**config.mk**
```make
export PLATFORM = sky130hd
export DESIGN_NAME = fb_arbiter
export DESIGN_NICKNAME = d
export VERILOG_FILES = /design/src/rtl/fb_arbiter.sv
export SDC_FILE = /design/constraint.sdc
export NUM_CORES = 1
export LEC_CHECK = 0
export BUFFER_PORTS_ARGS = -buffer_cell sky130_fd_sc_hd__buf_4
export CAP_MARGIN = 10
export CORE_MARGIN = 4
export CORE_UTILIZATION = 62
export DETAILED_ROUTE_END_ITERATION = 16
export PLACE_DENSITY = 0.85
export SLEW_MARGIN = 0
export SYNTH_ARGS = -nofsm -noshare
export SYNTH_HDL_FRONTEND = slang
export SYNTH_SLANG_ARGS = --single-unit
```
**constraint.sdc**
```tcl
create_clock -name clk -period 5.6 [get_ports clk]
set_input_delay 0.84 -clock clk [delete_from_list [all_inputs] [get_ports clk]]
set_output_delay 0.84 -clock clk [all_outputs]
set_load 0.005 [all_outputs]
```
**src/rtl/fb_arbiter.sv**
```systemverilog
// fb_fifo: small generic FIFO with one registered read pointer and a combinational head.
// Latency: an entry pushed at one edge is visible on head_dat right after that edge.
// Backpressure: none internal; the caller gates push and pop.
module fb_fifo #(
    parameter int W  = 8,
    parameter int D  = 4,
    parameter int CW = $clog2(D + 1)
) (
    input  logic          clk,
    input  logic          rst_n,
    input  logic          push,
    input  logic [W-1:0]  push_dat,
    input  logic          pop,
    output logic [W-1:0]  head_dat,
    output logic [CW-1:0] count
);
    localparam int PW = (D > 1) ? $clog2(D) : 1;

    logic [W-1:0]  mem [D];
    logic [PW-1:0] rd_ptr;
    logic [PW-1:0] wr_ptr;

    function automatic logic [PW-1:0] inc(input logic [PW-1:0] p);
        return (p == PW'(D - 1)) ? '0 : p + PW'(1);
    endfunction

    always_ff @(posedge clk or negedge rst_n) begin
        if (!rst_n) begin
            rd_ptr <= '0;
            wr_ptr <= '0;
            count  <= '0;
        end else begin
            if (push) wr_ptr <= inc(wr_ptr);
            if (pop)  rd_ptr <= inc(rd_ptr);
            count <= count + CW'(push) - CW'(pop);
        end
    end

    always_ff @(posedge clk) begin
        if (push) mem[wr_ptr] <= push_dat;
    end

    assign head_dat = mem[rd_ptr];
endmodule

// fb_arbiter: shares one single-port frame-buffer RAM between scan-out reads and a FIFO-fed writer / clear engine.
// Latency: read slot to pixel_rgb is 2 clk edges; queued writes retire in the next free write slot.
// Backpressure: registered wr_ready drops when the FIFO is full or a clear is pending or running.
module fb_arbiter #(
    parameter int FB_W     = 160,
    parameter int FB_H     = 120,
    parameter int SCALE_SH = 2,
    parameter int ADDR_W   = 15,
    parameter int FIFO_D   = 4
) (
    input  logic              clk,
    input  logic              rst_n,
    input  logic              ptick,
    input  logic              active,
    input  logic [9:0]        xpos,
    input  logic [9:0]        ypos,
    output logic [2:0]        pixel_rgb,
    input  logic              wr_valid,
    output logic              wr_ready,
    input  logic [ADDR_W-1:0] wr_addr,
    input  logic [2:0]        wr_data,
    input  logic              clr_req,
    output logic              clr_busy,
    output logic [ADDR_W-1:0] mem_addr,
    output logic              mem_we,
    output logic [2:0]        mem_wdata,
    input  logic [2:0]        mem_rdata,
    output logic              addr_err,
    output logic              frame_start
);
    typedef enum logic [1:0] {IDLE, DRAIN, CLEAR} state_t;

    typedef struct packed {
        logic [ADDR_W-1:0] addr;
        logic [2:0]        dat;
    } wr_ent_t;

    localparam int                CW        = $clog2(FIFO_D + 1);
    localparam logic [ADDR_W-1:0] LAST_ADDR = ADDR_W'(FB_W * FB_H - 1);

    state_t            state;
    state_t            state_nxt;
    logic [ADDR_W-1:0] clr_cnt;
    logic [ADDR_W-1:0] rd_addr;
    wr_ent_t           push_ent;
    wr_ent_t           head;
    logic [CW-1:0]     fifo_cnt;
    logic [CW-1:0]     fifo_cnt_nxt;
    logic              read_slot;
    logic              push;
    logic              pop;
    logic              clr_wr;
    logic              drop;
    logic              rd_d;
    logic              blank_d;
    logic              fs_seen;
    logic              origin;

    assign read_slot    = !ptick && active;
    assign rd_addr      = ADDR_W'(ypos >> SCALE_SH) * ADDR_W'(FB_W) + ADDR_W'(xpos >> SCALE_SH);
    assign push         = wr_valid && wr_ready;
    assign push_ent     = {wr_addr, wr_data};
    assign fifo_cnt_nxt = fifo_cnt + CW'(push) - CW'(pop);
    assign origin       = (xpos == 10'd0) && (ypos == 10'd0);
    assign frame_start  = rst_n && origin && !ptick && !fs_seen;

    fb_fifo #(
        .W  ($bits(wr_ent_t)),
        .D  (FIFO_D),
        .CW (CW)
    ) u_fifo (
        .clk      (clk),
        .rst_n    (rst_n),
        .push     (push),
        .push_dat (push_ent),
        .pop      (pop),
        .head_dat (head),
        .count    (fifo_cnt)
    );

    // The RAM port is steered combinationally so the read address meets the
    // synchronous RAM in the slot itself; reset forces the port quiet at once.
    always_comb begin
        mem_addr  = '0;
        mem_we    = 1'b0;
        mem_wdata = '0;
        pop       = 1'b0;
        clr_wr    = 1'b0;
        drop      = 1'b0;
        if (rst_n) begin
            if (read_slot) begin
                mem_addr = rd_addr;
            end else if (state == CLEAR) begin
                mem_we   = 1'b1;
                mem_addr = clr_cnt;
                clr_wr   = 1'b1;
            end else if (fifo_cnt != '0) begin
                pop = 1'b1;
                if (head.addr <= LAST_ADDR) begin
                    mem_we    = 1'b1;
                    mem_addr  = head.addr;
                    mem_wdata = head.dat;
                end else begin
                    drop = 1'b1;
                end
            end
        end
    end

    always_comb begin
        state_nxt = state;
        case (state)
            IDLE:    if (clr_req) state_nxt = DRAIN;
            DRAIN:   if (fifo_cnt == '0) state_nxt = CLEAR;
            CLEAR:   if (clr_wr && clr_cnt == LAST_ADDR) state_nxt = IDLE;
            default: state_nxt = IDLE;
        endcase
    end

    always_ff @(posedge clk or negedge rst_n) begin
        if (!rst_n) begin
            state     <= IDLE;
            clr_cnt   <= '0;
            wr_ready  <= 1'b0;
            clr_busy  <= 1'b0;
            addr_err  <= 1'b0;
            pixel_rgb <= '0;
            rd_d      <= 1'b0;
            blank_d   <= 1'b0;
            fs_seen   <= 1'b0;
        end else begin
            state    <= state_nxt;
            clr_busy <= (state_nxt != IDLE);
            wr_ready <= (fifo_cnt_nxt < CW'(FIFO_D)) && (state_nxt == IDLE);
            if (clr_wr) clr_cnt <= (clr_cnt == LAST_ADDR) ? '0 : clr_cnt + ADDR_W'(1);
            if (drop) addr_err <= 1'b1;
            rd_d    <= read_slot;
            blank_d <= !active;
            if (rd_d)         pixel_rgb <= mem_rdata;
            else if (blank_d) pixel_rgb <= '0;
            // Re-arms only once the beam leaves the origin, so one pulse per frame.
            if (origin && !ptick) fs_seen <= 1'b1;
            else if (!origin)     fs_seen <= 1'b0;
        end
    end
endmodule
```
==> flow_summary.yaml <==
clocking:
  cts.sinks: 105
  cts_tree: "done"
  clk_latency_ns: 0.38
  cts_made_buffers: 9
  clk_pin_slew_ns: 0.11
  cts_root_buf: "clkbuf_8"
  ctsHoldBuffers: 0
  cts_buffer_depth: 2
  htree_levels: 3
  cts-resized-gates: 0
  cts_setup_buffers: 0
worst_hold_path:
  min_path_type: "in2async"
final_layout:
  layout-drive-gt1-share_pct: 23.43
  multi_input_area_mm2: 0.002111
  final_common_cell: "buf_4"
  stdcell_count: 566
  fin_nets: 529
  antenna_cells: 0
  area_delta_synth_final_pct: 16.04
  nFillCells: 510
  regArea_mm2: 0.002988
  most-common-layout-cells: "74 x buf_4, 72 x edfxtp_1, 33 x dfrtp_1"
critical_path:
  cp_slowest_stage_delay_ns: 0.52
  cp_top_family: "simple AND/OR/NAND/NOR gates"
  critPathRequiredTime_ns: 4.76
  cp_max_fo: 4
  worstPathArrival_ns: 3.52
  worst_path_max_delay_cell: "or4_1"
  end_kind: "output port"
  cp-start-kind: "input port"
  critPathKind: "in2out"
  path_buf_inv: 3
  crit_chain: "buf_4 > ha_1 > ha_1 > inv_1 > fa_1 > xnor2_1 > nand3b_1 > or3_1 > or4_1 > a31oi_1 > buf_4"
sta:
  setup_violations: 0
  slew_headroom_pct: 35.40
  rsz0062_at_grt: "no"
  max_freq_mhz: 229.6
  setup_tns_ns: 0
  min_period_ns: 4.356
  finalCritPeriodShare_pct: 77.78
  tightestPinTransition_ns: 0.9690
  slew_violations: 0
  hold_violations: 0
  finClkSkew_ns: 0.01455
yosys:
  avgSynthCellArea_um2: 13.60
  ys.warnings.count: 0
  synth_top_area_share_pct: 41.30
  syn-num-nets: 458
  syn-cell-area_mm2: 0.005235
  synth_cells: 385
  synth-async-reset-ratio_pct: 31.43
  synth_seq_cells: 105
  yosysSeqAreaShare_pct: 57.07
  synth_edf_count: 72
  yosys.area.top_type: "edfxtp_1"
  synth.top_cells.by_area: "edfxtp_1 41%, dfrtp_1 16%, ha_1 5.5%"
  synth_cell_type_count: 59
  ys.flop_type: "edfxtp_1"
floorplan:
  chipWidth_um: 99.89
  num_rows: 33
  core-area_mm2: 0.008217
  ios: 73
  die_area_mm2: 0.009978
  initial_core_util_pct: 63.71
  die_height_um: 99.89
power_and_ir_drop:
  p_sw_mw: 0.7137
  switching_share_pct: 32.02
  seqPwrFrac_pct: 44.6
  ir_worst_vdd_v: 0.0002748
  comb_power_share_pct: 32.1
  clockPowerShare_pct: 23.4
  power.total_mw: 2.229
  powerDensity_mw_per_mm2: 366.9
  power_leakage_nw: 2.385
  internal_power_mw: 1.515
global_route:
  grt_usage_pct: 23.29
  antenna_found_initial: 0
  grt_pass1_wl_mm: 17.90
  grt_overflow: 0
  grt_max_degree: 47
  grt_pass1_vias: 3601
route:
  drt-total-wl_mm: 11.03
  dr.pass1.iters: 5
  antenna_left: 0
  viasPerCell: 6.396
  wl_per_cell_um: 19.48
  drc: 0
  num_vias: 3620
  drt-initial-drc-count: 191
placement:
  dp.cells: 550
  gp_congestion: 0.8605
  port_buffers: 72
  dp_hpwl_mm: 7.702
run:
  cap_violations: 0
status:
  status: "finished clean"
final timing paths:
check                           start                to  slack (ns)  cells past startpoint
max                           ypos[3]      mem_addr[14]        1.24                     11
min reg2reg                clr_cnt[4]        clr_cnt[4]        0.50                      1
min                             rst_n  u_fifo.wr_ptr[1]        0.43                      1
min in group clk           clr_cnt[4]        clr_cnt[4]        0.50                      1
max reg2reg                  state[1]          wr_ready        2.28                     12
max in group asynchronous       rst_n  u_fifo.rd_ptr[0]        4.82                      1
stage by stage:
stage | util (%) | hold slack, ns | worst slack [ns] | cell area (µm²)
2_1_floorplan | - | 0.4518 | 1.638 | 5235
4_1_cts | 73.93 | 0.4301 | 1.245 | 6075
3_3_place_gp | 71.19 | 0.4774 | 1.298 | 5849
6_report | 73.93 | 0.4257 | 1.244 | 6075
3_5_place_dp | 71.19 | 0.4887 | 1.251 | 5849
5_1_grt | 73.93 | 0.4465 | 1.058 | 6075
cell type report:
cell class,count,share of cell area (%)
clock inverters,6,1.607
flip-flops and latches,105,49.19
repair buffers,74,9.145
clock buffers,10,2.101
well taps,105,2.163
inverters,17,1.050
multi-input cells,249,34.75
worst reg2reg max path: stages (launching register included):
cell,delay (ns)
dfrtp_1,0.43
nor2b_1,0.14
buf_4,0.20
nor2_1,0.71
nand3_1,0.30
inv_1,0.27
ha_1,0.27
inv_1,0.05
ha_1,0.12
inv_1,0.05
fa_1,0.38
xnor2_1,0.20
nor2_1,0.07
per-layer routing:
layer / part of all wire, % / up-vias / track usage, %
met4: 2.0 / 0 / 7.878
met1: 40 / 1771 / 31.96
li1: - / 1660 / -
met3: 8.2 / 17 / 4.656
met5: 0 / - / 0
met2: 49 / 172 / 37.66
power by group through the flow:
stage               clock (mW)  sequential [mW]  combinational (mW)
finish                   0.521            0.994               0.714
global route             0.569             1.01               0.776
CTS                      0.526            0.995               0.715
detailed placement           0             1.01               0.709
global placement             0             1.00               0.681
floorplan                    0            0.957               0.523
cell usage after synthesis, types with 2 or more instances:
library cell / number
xnor2_1: 18
nor2b_1: 6
nor3_1: 8
or3_1: 3
inv_1: 17
nor4_1: 8
nand3_1: 8
and3b_1: 2
nor2_1: 18
ha_1: 23
dfrtp_1: 33
o31ai_1: 2
nor3b_1: 2
nand2_1: 17
buf_6: 2
nor4b_1: 4
a221oi_1: 5
a311o_1: 2
edfxtp_1: 72
buf_1: 2
mux4_2: 11
a32oi_1: 9
a22o_1: 3
o21ai_0: 18
o21a_1: 2
mux4_1: 7
o211ai_1: 2
a21oi_1: 15
and3_1: 11
a211oi_1: 2
clkbuf_1: 8
xor2_1: 3
fa_1: 3
a21o_1: 5
nand4_1: 9
and2_1: 2
sequential cells by signal, indices dropped and copies added (netlist names):
| name | count |
|---|---|
| state | 2 |
| rd_d | 1 |
| clr_cnt | 15 |
| clr_busy | 1 |
| pixel_rgb | 3 |
| fs_seen | 1 |
| u_fifo.wr_ptr | 2 |
| u_fifo.count | 3 |
| u_fifo.rd_ptr | 2 |
| wr_ready | 1 |
| u_fifo.mem | 72 |
| addr_err | 1 |
| blank_d | 1 |
logic make-up after synthesis:
group                    count (synthesis)  synth area share [%]
AO/OA/AOI/OAI                           78                 10.64
XOR/XNOR                                21                 3.513
adder cells (fa/ha/maj)                 26                 6.644
buffers and inverters                   31                 2.605
flip-flops                             105                 57.07
multiplexers                            19                 8.461
AND/OR/NAND/NOR                        105                 11.07
No activity file was read; power rests on OpenSTA's default activity.
